$ cat src/rtl/capture_readout.sv
// Read-side controller for the logic-analyzer sample buffer: walks the sample RAM from the
// oldest sample, packs two 4-bit samples per byte and streams them out; CHECKSUM_EN appends an XOR trailer byte.
module capture_readout #(
  parameter int ADDR_W = 10,
  parameter int DEPTH  = 1024
) (
  input  logic              clk,
  input  logic              reset,
  input  logic              write_finish,
  input  logic [ADDR_W-1:0] start_addr,
  output logic              rd_en,
  output logic [ADDR_W-1:0] rd_addr,
  input  logic [3:0]        rd_data,
  output logic [7:0]        tx_data,
  output logic              tx_valid,
  input  logic              tx_ready,
  output logic              busy,
  output logic              done
);

  localparam logic [ADDR_W-1:0] LAST_ADDR = ADDR_W'(DEPTH - 1);
  localparam logic [ADDR_W-1:0] LAST_PAIR = ADDR_W'(DEPTH / 2 - 1);

  typedef enum logic [2:0] {
    IDLE  = 3'd0,
    RD0   = 3'd1,
    LAT0  = 3'd2,
    RD1   = 3'd3,
    LAT1  = 3'd4,
    SEND  = 3'd5,
`ifdef CHECKSUM_EN
    TRAIL = 3'd6,
`endif
    FIN   = 3'd7
  } state_t;

  state_t              state_q;
  logic                wf_q;
  logic                rd_en_q;
  logic [ADDR_W-1:0]   rd_addr_q;
  logic [ADDR_W-1:0]   ptr_q;
  logic [ADDR_W-1:0]   pair_cnt_q;
  logic [3:0]          lo_q;
  logic [7:0]          tx_data_q;
  logic                tx_valid_q;
  logic                busy_q;
  logic                done_q;
`ifdef CHECKSUM_EN
  logic [7:0]          csum_q;
`endif

  // Buffer is DEPTH deep, which need not be a power of two, so wrap by compare.
  function automatic logic [ADDR_W-1:0] next_ptr(input logic [ADDR_W-1:0] p);
    return (p == LAST_ADDR) ? '0 : p + 1'b1;
  endfunction

  always_ff @(posedge clk) begin
    if (reset) begin
      state_q    <= IDLE;
      wf_q       <= 1'b1;
      rd_en_q    <= 1'b0;
      rd_addr_q  <= '0;
      ptr_q      <= '0;
      pair_cnt_q <= '0;
      tx_data_q  <= 8'h00;
      tx_valid_q <= 1'b0;
      busy_q     <= 1'b0;
      done_q     <= 1'b0;
`ifdef CHECKSUM_EN
      csum_q     <= 8'h00;
`endif
    end else begin
      wf_q    <= write_finish;
      rd_en_q <= 1'b0;
      done_q  <= 1'b0;
      case (state_q)
        IDLE: begin
          if (write_finish && !wf_q) begin
            ptr_q      <= start_addr;
            pair_cnt_q <= '0;
            rd_addr_q  <= start_addr;
            rd_en_q    <= 1'b1;
            busy_q     <= 1'b1;
`ifdef CHECKSUM_EN
            csum_q     <= 8'h00;
`endif
            state_q    <= RD0;
          end
        end
        RD0: begin
          ptr_q   <= next_ptr(ptr_q);
          state_q <= LAT0;
        end
        LAT0: begin
          lo_q      <= rd_data;
          rd_addr_q <= ptr_q;
          rd_en_q   <= 1'b1;
          state_q   <= RD1;
        end
        RD1: begin
          ptr_q   <= next_ptr(ptr_q);
          state_q <= LAT1;
        end
        LAT1: begin
          tx_data_q  <= {rd_data, lo_q};
          tx_valid_q <= 1'b1;
          state_q    <= SEND;
        end
        SEND: begin
          if (tx_ready) begin
            pair_cnt_q <= pair_cnt_q + 1'b1;
            if (pair_cnt_q == LAST_PAIR) begin
`ifdef CHECKSUM_EN
              // Trailer is the running XOR including the byte just accepted.
              csum_q    <= csum_q ^ tx_data_q;
              tx_data_q <= csum_q ^ tx_data_q;
              state_q   <= TRAIL;
`else
              tx_valid_q <= 1'b0;
              done_q     <= 1'b1;
              state_q    <= FIN;
`endif
            end else begin
`ifdef CHECKSUM_EN
              csum_q     <= csum_q ^ tx_data_q;
`endif
              tx_valid_q <= 1'b0;
              rd_addr_q  <= ptr_q;
              rd_en_q    <= 1'b1;
              state_q    <= RD0;
            end
          end
        end
`ifdef CHECKSUM_EN
        TRAIL: begin
          if (tx_ready) begin
            tx_valid_q <= 1'b0;
            done_q     <= 1'b1;
            state_q    <= FIN;
          end
        end
`endif
        FIN: begin
          busy_q  <= 1'b0;
          state_q <= IDLE;
        end
        default: state_q <= IDLE;
      endcase
    end
  end

  assign rd_en    = rd_en_q;
  assign rd_addr  = rd_addr_q;
  assign tx_data  = tx_data_q;
  assign tx_valid = tx_valid_q;
  assign busy     = busy_q;
  assign done     = done_q;

endmodule

$ cat config.mk
export PLATFORM = sky130hd
export DESIGN_NAME = capture_readout
export DESIGN_NICKNAME = d
export VERILOG_FILES = /design/src/rtl/capture_readout.sv
export SDC_FILE = /design/constraint.sdc
export NUM_CORES = 1
export LEC_CHECK = 0
export CAP_MARGIN = 40
export CORE_ASPECT_RATIO = 1.1
export CORE_MARGIN = 3
export CORE_UTILIZATION = 30
export DETAILED_ROUTE_END_ITERATION = 8
export PLACE_DENSITY_LB_ADDON = 0.3
export SYNTH_ARGS = -nofsm -noshare
export SYNTH_HDL_FRONTEND = slang
export SYNTH_SLANG_ARGS = --single-unit
$ cat constraint.sdc
create_clock -name clk -period 1.7 [get_ports clk]
set_input_delay 0.34 -clock clk [delete_from_list [all_inputs] [get_ports clk]]
set_output_delay 0.34 -clock clk [all_outputs]
set_load 0.05 [all_outputs]
==> impl_metrics.csv, run 1 <==
group,metric,value,unit
status,status,"completed",
logic_synthesis,yosys.area.top_type,"dfxtp_1",
logic_synthesis,ys_seq_area_share,42.1,%
sta,worst_slew_pin_slew,0.508,ns
critical_path,cp_top_family,"compound AO/OA/AOI/OAI gates",
logic_synthesis,syn_area,2470,um^2
logic_synthesis,async_flop_share,0,%
critical_path,critPathArrivalTime,1.89,ns
place,numPortBuffers,39,
power_and_ir_drop,powerDensity,745,nW/um^2
cells_and_area,diodes,0,
clock_network,clockBufferDepth,2,
place,dpl_cell_area,3190,um^2
logic_synthesis,synth_edf_count,4,
critical_path,cp.required,1.93,ns
grt,grt_max_degree,26,
floorplan,rows,34,
critical_path,cp-start-kind,"flop",
sta,hold_violations,0,
cells_and_area,postLayoutCellArea,3440,um^2
drt,drt_iter0_markers,123,
power_and_ir_drop,irDropWorstVdd,365,uV
sta,worst_slack,0.0464,ns
critical_path,crit_chain,"ha_4, and4_1, nor3b_4, buf_6, a22oi_4, buf_12, nor2_1, a311oi_2",
drt,dr_total_vias,2331,
logic_synthesis,yosys_warnings,0,
power_and_ir_drop,p_leak,0.00130,uW
logic_synthesis,synthMostInstantiatedCell,"dfxtp_1",
sta,setup_viol_count_final,0,
power_and_ir_drop,power,2560,uW
sta,fin_skew,0.0192,ns
drt,final_antenna_net_count,0,
critical_path,critPathKind,"reg2reg",
logic_synthesis,synth_seq_cells,50,
logic_synthesis,yosys.area.top_type_share,37.2,%
critical_path,path_buf_inv,2,
clock_network,root_buffer,"clkbuf_8",
floorplan,ios,40,
critical_path,critPathMaxStageDelay,0.35,ns
clock_network,cts-buffers-inserted,5,
logic_synthesis,synth.avg_cell_area,8.71,um^2
hold_path,hp-class,"in2reg",
drt,drt_wl_total,6550,um
floorplan,coreArea,7960,um^2
floorplan,initial_core_util,31.1,%
logic_synthesis,synth_area_leaders,"dfxtp_1, nor2_1, a21oi_1",
logic_synthesis,synthTopCellsByCount,"dfxtp_1, nor2_1, nand2_1",
logic_synthesis,postSynthCellCount,284,
critical_path,critPathMaxFanout,7,
sta,fin_crit_sh,97.3,%
drt,viasPerCell,4.98,
grt,grt_pass1_wl,10600,um
clock_network,clk_latency,0.31,ns
sta,hold_ws,0.455,ns
sta,period_minus_slack,1.65,ns
floorplan,die_w,92.6,um
logic_synthesis,synth.net_count,304,
sta,relSlewSlack,65.8,%
drt,drc_errors,0,
cells_and_area,drive_gt1_share,29.2,%
floorplan,die_area,9370,um^2
drt,wl_per_cell,14.0,um
critical_path,slowest_stage,"dfxtp_2",
place,place_ws,-0.335,ns
sta,slew_violations,0,
grt,antenna_found_initial,0,
grt,grt_overflow,0,
grt,grt_usage,14.2,%
sta,max_freq,605,MHz
job,max_cap_violations,0,
clock_network,clkTransAtPathRegs,0.11,ns
clock_network,clock_sinks,50,
place,dp_hpwl,4700,um
place,gp_congestion,0.816,
drt,first_pass_iters,6,
logic_synthesis,synthFlopType,"dfxtp_1",
clock_network,cts_tree,"done",
critical_path,critical_path.endpoint_type,"flop",
floorplan,dieHeight,101,um
clock_network,cts-htree-levels,2,
grt,first_global_vias,2207,
cells_and_area,final_net_count,379,
cells_and_area,area_delta_synth_final,39.1,%
logic_synthesis,netlist-cell-type-count,59,
==> flip-flops by register name, indices dropped and copies added (netlist names) <==
register    count
tx_data         8
rd_en           1
rd_addr        10
state_q         3
done            1
lo_q            4
pair_cnt_q     10
ptr_q          10
tx_valid        1
wf_q            1
busy            1
==> worst register-to-register path: cells and delay by family (launching register included) <==
kind                     cells  cell delay (ns)
buffers and inverters        2             0.28
flip-flops                   1             0.35
AND/OR/NAND/NOR              3             0.36
AO/OA/AOI/OAI                2             0.44
adder cells (fa/ha/maj)      1             0.16
==> layout by cell type, fill, tap and decap left out, types with 3 or more instances in the layout <==
master / netlist / routed
a311oi_1: 6 / 3
clkbuf_8: 0 / 6
nand2b_1: 3 / 3
xor2_1: 4 / 4
nor3_1: 5 / 5
mux2i_1: 8 / 8
clkdlybuf4s50_1: 0 / 16
a21oi_1: 24 / 23
a2111oi_2: 3 / 3
buf_4: 1 / 63
and3_1: 3 / 3
nor2_1: 44 / 43
nor2b_1: 4 / 4
edfxtp_1: 4 / 4
dfxtp_2: 0 / 3
nand4_1: 3 / 3
nand2_1: 26 / 26
buf_12: 0 / 3
xnor2_1: 4 / 4
dfxtp_1: 46 / 43
nand3_1: 17 / 16
a311oi_2: 2 / 5
a211oi_1: 4 / 3
o21ai_0: 11 / 11
==> metrics by stage <==
step | instances | setup TNS, ns | utilization [%]
after CTS | 468 | -0.00956 | 43.0
after global routing | 468 | -0.0171 | 43.2
after floorplan | 284 | 0 | -
after detailed placement | 455 | -6.78 | 40.1
final | 468 | 0 | 43.2
after global placement | 455 | -6.12 | 40.1
==> cell families after synthesis <==
logic type,share of synthesized area [%]
buffers and inverters,3.69
AND/OR/NAND/NOR,25.1
flip-flops,42.1
multiplexers,3.24
XOR/XNOR,2.83
AO/OA/AOI/OAI,22.1
adder cells (fa/ha/maj),1.01
==> layout make-up <==
cell class,instances,area [um^2]
timing repair buffer,84,713
sequential,50,1040
inverter,3,11.3
multi-input combinational,215,1400
clock buffer,7,108
fill,800,4520
clock inverter,1,30.0
tap,108,135
==> path summary, 6_finish.rpt <==
kind                               startpoint          to  slack, ns  cells after the start
worst max-delay path            pair_cnt_q[0]  rd_addr[6]       0.05                      8
worst max register to register  pair_cnt_q[0]  rd_addr[6]       0.05                      8
worst min register to register           busy        busy       0.45                      2
worst min-delay path             write_finish        wf_q       0.45                      2
==> report_power, final <==
part           leakage, uW  switching (uW)  internal (uW)
Sequential        0.000411            24.4           1220
Clock            0.0000696             409            569
Combinational     0.000824             186            157
==> timing repair <==
action | in CTS | in global routing
setup endpoints to repair | 9 | 11
gates cloned | 1 | 0
endpoints found under the hold margin | 0 | 0
gates resized for setup | 9 | 7
setup buffers | 4 | 1
pin swaps | 6 | 4
hold buffers | 0 | 0
==> layer usage <==
layer	share of wire (%)	global-route usage [%]
met1	47	18.3
met2	46	22.7
met3	5.1	3.49
met4	2.3	6.06
met5	0	0
Note: power is estimated with default switching activity, not from simulation.
==> run 2: changes to the inputs <==
--- a/config.mk
+++ b/config.mk
@@ -6,4 +6,5 @@
 export NUM_CORES = 1
 export LEC_CHECK = 0
+export ABC_CLOCK_PERIOD_IN_PS = 1700
 export CAP_MARGIN = 40
 export CORE_ASPECT_RATIO = 1.1
@@ -11,4 +12,5 @@
 export CORE_UTILIZATION = 30
 export DETAILED_ROUTE_END_ITERATION = 8
+export HOLD_SLACK_MARGIN = 0.05
 export PLACE_DENSITY_LB_ADDON = 0.3
 export SYNTH_ARGS = -nofsm -noshare
==> constraint.sdc (replaced) <==
create_clock -name clk -period 1.7 [get_ports clk]
set_input_delay 0.34 -clock clk [delete_from_list [all_inputs] [get_ports clk]]
set_output_delay 0.34 -clock clk [all_outputs]
set_load 0.1 [all_outputs]
==> run 2 against run 1 <==
  * Critical path depth fell by 1
  * Flip-flop and latch count unchanged
  * First-iteration DRC count fell by 38%
  * Non-clock buffer count is 1 higher
  * Clock power decreased by 26%
  * Hold slack lost 0.12 ns
  * Core utilization increased by 2.7 points
  * Sequential share of layout area shrank 1.7 points
  * Setup slack better by 0.028 ns
  * Register-to-register slack improved by 0.03 ns
  * Critical endpoint is now state_q[1]
  * Largest power group unchanged
  * Highest routed layer unchanged
==> impl_metrics.csv, run 2 (synthesis gave the netlist of run 1 again) <==
group,metric,value,unit
sta,period_minus_slack,1.63,ns
sta,fin_crit_sh,95.6,%
critical_path,critPathArrivalTime,1.85,ns
grt,grt_usage,15.0,%
sta,rsz0062_at_grt,"yes",
critical_path,cp.required,1.92,ns
place,place_ws,-0.329,ns
drt,highest_layer,"met4",
power_and_ir_drop,power,2400,uW
cells_and_area,layout_common_cells,"buf_4, nor2_1, dfxtp_1",
critical_path,startpoint,"pair_cnt_q[1]",
critical_path,crit_top_cell,"buf_4",
sta,hold_violations,0,
cells_and_area,fin_cells,469,
critical_path,cp-start-kind,"flop",
place,placed_cells,454,
clock_network,root_buffer,"clkbuf_8",
place,gp_congestion,0.859,
critical_path,path_buf_inv,2,
sta,worst_slack,0.0744,ns
floorplan,initial_core_util,31.1,%
floorplan,die_w,92.6,um
cells_and_area,seqCellArea,1050,um^2
cells_and_area,multi_input_area,1390,um^2
cells_and_area,num-fill-cells,802,
sta,relSlewSlack,62.0,%
critical_path,critPathKind,"reg2reg",
cells_and_area,postLayoutCellArea,3660,um^2
floorplan,rows,34,
drt,dr_total_vias,2342,
cells_and_area,final_util,46.0,%
clock_network,cts_hold_buf,0,
clock_network,clk_latency,0.30,ns
critical_path,cp_top_family,"simple AND/OR/NAND/NOR gates",
hold_path,hp-class,"in2reg",
power_and_ir_drop,powerDensity,657,nW/um^2
sta,slew_violations,0,
cells_and_area,diodes,0,
cells_and_area,final_common_cell,"buf_4",
place,dpl_cell_area,3440,um^2
sta,worst_slew_pin_slew,0.563,ns
drt,m1WireLength,2900,um
clock_network,cts-htree-levels,2,
critical_path,regToRegSetupSlack,0.07,ns
place,dp_hpwl,4990,um
critical_path,slowest_stage,"dfxtp_2",
critical_path,critPathMaxFanout,4,
grt,grt_overflow,0,
clock_network,clockBufferDepth,2,
clock_network,clock_sinks,50,
critical_path,crit_chain,"ha_4, and4_4, nor3b_4, buf_4, buf_4, a32oi_1, a211oi_1",
drt,wl_met2,3170,um
power_and_ir_drop,pwr-share-seq,52.0,%
hold_path,hp-start,"write_finish",
clock_network,cts-buffers-inserted,5,
floorplan,ios,40,
floorplan,coreArea,7960,um^2
critical_path,critPathMaxStageDelay,0.36,ns
drt,first_pass_iters,4,
drt,dr_wl_met3,440,um
critical_path,ff2ff_path_depth,7,
cells_and_area,area_delta_synth_final,47.9,%
power_and_ir_drop,p_clk_share,30.2,%
floorplan,die_area,9370,um^2
cells_and_area,drive_gt1_share,29.4,%
power_and_ir_drop,swShare,27.8,%
grt,grt_max_degree,16,
critical_path,r2r_start,"pair_cnt_q[1]",
critical_path,critical_path.endpoint_type,"flop",
power_and_ir_drop,irDropWorstVdd,415,uV
power_and_ir_drop,pwr-share-comb,17.8,%
drt,wl_per_cell,14.1,um
hold_path,hold_path_depth,2,
status,status,"completed",
drt,drt_wl_total,6600,um
grt,grt_pass1_wl,11400,um
power_and_ir_drop,p_leak,0.00136,uW
power_and_ir_drop,p_switching,667,uW
grt,first_global_vias,2343,
sta,max_freq,615,MHz
floorplan,dieHeight,101,um
critical_path,worst-path-stages,7,
drt,drt_iter0_markers,76,
grt,antenna_found_initial,0,
job,max_cap_violations,0,
sta,setup_viol_count_final,0,
drt,drc_errors,0,
clock_network,clkTransAtPathRegs,0.10,ns
drt,viasPerCell,4.99,
place,numPortBuffers,39,
drt,final_antenna_net_count,0,
clock_network,cts_tree,"done",
power_and_ir_drop,p_int,1740,uW
cells_and_area,final_net_count,380,
sta,fin_skew,0.0121,ns
-- run 2: cell count changes in the layout (fill, tap and decap cells not counted), sizes merged --
cell | before | now
inv | 3 | 4
dlymetal6s2s | 0 | 1
buf | 67 | 68
dlygate4sd2 | 1 | 0
bufinv | 1 | 0
clkbuf | 7 | 6
clkinv | 0 | 1
-- run 2: cell type report --
| cell class | count | area share, % |
|---|---|---|
| clock buffers | 6 | 2.26 |
| clock inverters | 2 | 0.308 |
| inverters | 3 | 0.308 |
| multi-input cells | 215 | 37.9 |
| flip-flops and latches | 50 | 28.6 |
| well taps | 108 | 3.70 |
| repair buffers | 85 | 26.9 |
-- run 2: worst reg2reg max path: stages, from the launching register on --
cell	delay, ns
dfxtp_2	0.36
ha_4	0.13
and4_4	0.20
nor3b_4	0.30
buf_4	0.16
buf_4	0.10
a32oi_1	0.09
a211oi_1	0.20
-- run 2: what timing repair did --
item / 4_1_cts / 5_1_grt
pin swaps: 4 / 4
gates resized for setup: 6 / 10
buffers inserted: 4 / 4
setup endpoints to repair: 6 / 19
gates cloned: 1 / 0
-- run 2: path summary, 6_finish.rpt --
check                                     end
worst max-delay path               state_q[1]
worst min-delay path                     wf_q
worst max register to register     state_q[1]
worst min register to register  pair_cnt_q[8]
-- run 2: power groups by stage --
| stage | Clock [uW] | Combinational (uW) | Sequential, uW |
|---|---|---|---|
| after CTS | 758 | 434 | 1250 |
| after floorplan | 0 | 138 | 1370 |
| after global placement | 0 | 414 | 1270 |
| final | 726 | 428 | 1250 |
| after detailed placement | 0 | 416 | 1280 |
| after global routing | 799 | 459 | 1250 |
-- run 2: per-layer routing --
metal / global-route usage [%] / vias up
met4: 3.20 / 0
met5: 0 / -
met2: 25.7 / 62
met3: 4.38 / 8
met1: 18.7 / 1093
li1: - / 1179
-- run 2: per-stage QoR --
step                      hold WS [ns]  setup TNS [ns]
final                            0.330               0
after global routing             0.345        -0.00317
after CTS                        0.482         -0.0199
after detailed placement         0.465           -6.10
after global placement           0.462           -6.47
after floorplan                  0.434               0
==> run 3: changes to the inputs <==
Settings changed: CAP_MARGIN 40 to not set, CORE_UTILIZATION 30 to 35.
==> run 3 against run 2 <==
  * Global-route usage rose by 1.1 points
  * Largest power group unchanged
  * Clock skew rose by 0.0029 ns
  * Flip-flop and latch count stayed put
==> impl_metrics.csv, run 3 (synthesis gave the netlist of run 1 again) <==
group,metric,value,unit
critical_path,critPathArrivalTime,1.87,ns
critical_path,critPathMaxStageDelay,0.35,ns
floorplan,die_w,86.1,um
clock_network,clock_sinks,50,
drt,first_pass_iters,4,
drt,final_antenna_net_count,0,
status,status,"completed",
sta,worst_slew_pin_slew,0.555,ns
clock_network,clkTransAtPathRegs,0.10,ns
place,gp_congestion,0.874,
cells_and_area,layout_common_cells,"nor2_1, dfxtp_1, buf_4",
drt,drt_wl_total,6120,um
critical_path,crit_chain,"ha_2, and4_1, nor3b_4, a22oi_4, buf_12, nor2_1, a311oi_2",
clock_network,clockBufferDepth,2,
sta,fin_skew,0.0150,ns
critical_path,critical_path.endpoint_type,"flop",
place,placed_cells,422,
floorplan,dieHeight,94.2,um
cells_and_area,area_delta_synth_final,41.6,%
critical_path,cp_top_family,"simple AND/OR/NAND/NOR gates",
power_and_ir_drop,irDropWorstVdd,498,uV
power_and_ir_drop,p_leak,0.00128,uW
grt,grt_overflow,0,
sta,rsz0062_at_grt,"yes",
sta,worst_slack,0.0137,ns
sta,slew_violations,0,
clock_network,cts-buffers-inserted,5,
cells_and_area,num-fill-cells,618,
clock_network,cts-htree-levels,2,
sta,hold_ws,0.481,ns
cells_and_area,drive_gt1_share,26.6,%
grt,grt_usage,16.1,%
floorplan,rows,31,
clock_network,clk_latency,0.32,ns
floorplan,initial_core_util,36.8,%
place,numPortBuffers,39,
hold_path,hp-class,"reg2reg",
place,dpl_cell_area,3370,um^2
critical_path,regToRegSetupSlack,0.01,ns
sta,relSlewSlack,62.6,%
power_and_ir_drop,powerDensity,689,nW/um^2
sta,fin_setup_tns,0,ns
cells_and_area,final_common_cell,"nor2_1",
critical_path,critPathKind,"reg2reg",
clock_network,root_buffer,"clkbuf_8",
sta,hold_violations,0,
clock_network,cts_tree,"done",
floorplan,die_area,8110,um^2
clock_network,cts_hold_buf,0,
cells_and_area,final_net_count,369,
critical_path,cp.required,1.88,ns
critical_path,cp-start-kind,"flop",
sta,max_freq,593,MHz
job,max_cap_violations,0,
drt,drc_errors,0,
critical_path,path_buf_inv,1,
floorplan,coreArea,6710,um^2
cells_and_area,fin_cells,432,
sta,fin_crit_sh,99.2,%
cells_and_area,postLayoutCellArea,3500,um^2
critical_path,slowest_stage,"dfxtp_2",
sta,period_minus_slack,1.69,ns
sta,setup_viol_count_final,0,
grt,grt_max_degree,20,
drt,wl_per_cell,14.2,um
place,place_ws,-0.344,ns
place,dp_hpwl,4550,um
grt,antenna_found_initial,0,
grt,grt_pass1_wl,10400,um
drt,dr_total_vias,2306,
drt,drt_iter0_markers,159,
floorplan,ios,40,
cells_and_area,diodes,0,
drt,viasPerCell,5.34,
grt,first_global_vias,2302,
critical_path,critPathMaxFanout,14,
[run 3: changes by cell type in the layout (fill, tap and decap cells not counted), sizes merged]
cell,previous run,this run
buf,68,57
clkbuf,6,5
dlygate4sd2,0,1
dlymetal6s2s,1,0
inv,4,5
[run 3: layout make-up]
type | instances | area, um^2 | share of cell area (%)
clock buffers | 5 | 68.8 | 1.97
clock inverters | 3 | 26.3 | 0.751
inverters | 3 | 11.3 | 0.322
multi-input cells | 215 | 1360 | 38.9
flip-flops and latches | 50 | 1050 | 29.9
well taps | 82 | 103 | 2.93
repair buffers | 74 | 885 | 25.3
[run 3: worst reg2reg max path, delay by kind of cell, from the launching register on]
family                   cells  cell delay (ns)
AND/OR/NAND/NOR              3             0.67
flip-flops                   1             0.35
AO/OA/AOI/OAI                2             0.20
adder cells (fa/ha/maj)      1             0.17
buffers and inverters        1             0.16
[run 3: per-layer routing]
| metal | routed length (um) | vias up | GRT usage (%) |
|---|---|---|---|
| met5 | 0 | - | 0 |
| met4 | 106 | 0 | 4.75 |
| met3 | 295 | 11 | 3.95 |
| met2 | 3010 | 58 | 28.7 |
| met1 | 2700 | 1082 | 18.8 |
| li1 | - | 1155 | - |
[run 3: worst paths after layout]
kind                       from            end  cells after the start
hold / removal    pair_cnt_q[4]  pair_cnt_q[4]                      1
hold reg to reg   pair_cnt_q[4]  pair_cnt_q[4]                      1
setup reg to reg  pair_cnt_q[1]     rd_addr[7]                      7
setup / recovery  pair_cnt_q[1]     rd_addr[7]                      7
[run 3: stage by stage]
| stage | total power [uW] | util [%] |
|---|---|---|
| finish | 2410 | 52.2 |
| global placement | 1670 | 50.2 |
| global route | 2520 | 52.2 |
| floorplan | 1500 | - |
| CTS | 2420 | 51.6 |
| detailed placement | 1680 | 50.2 |
[run 3: timing repair]
action,in CTS,in global routing
endpoints found under the setup margin,7,14
buffers inserted,0,2
gates resized for setup,3,9
pin swaps,1,1
[run 3: where the power goes]
| group | total [uW] | internal [uW] | switching (uW) |
|---|---|---|---|
| sequential | 1250 | 1220 | 34.0 |
| clock | 753 | 304 | 449 |
| combinational | 408 | 180 | 228 |
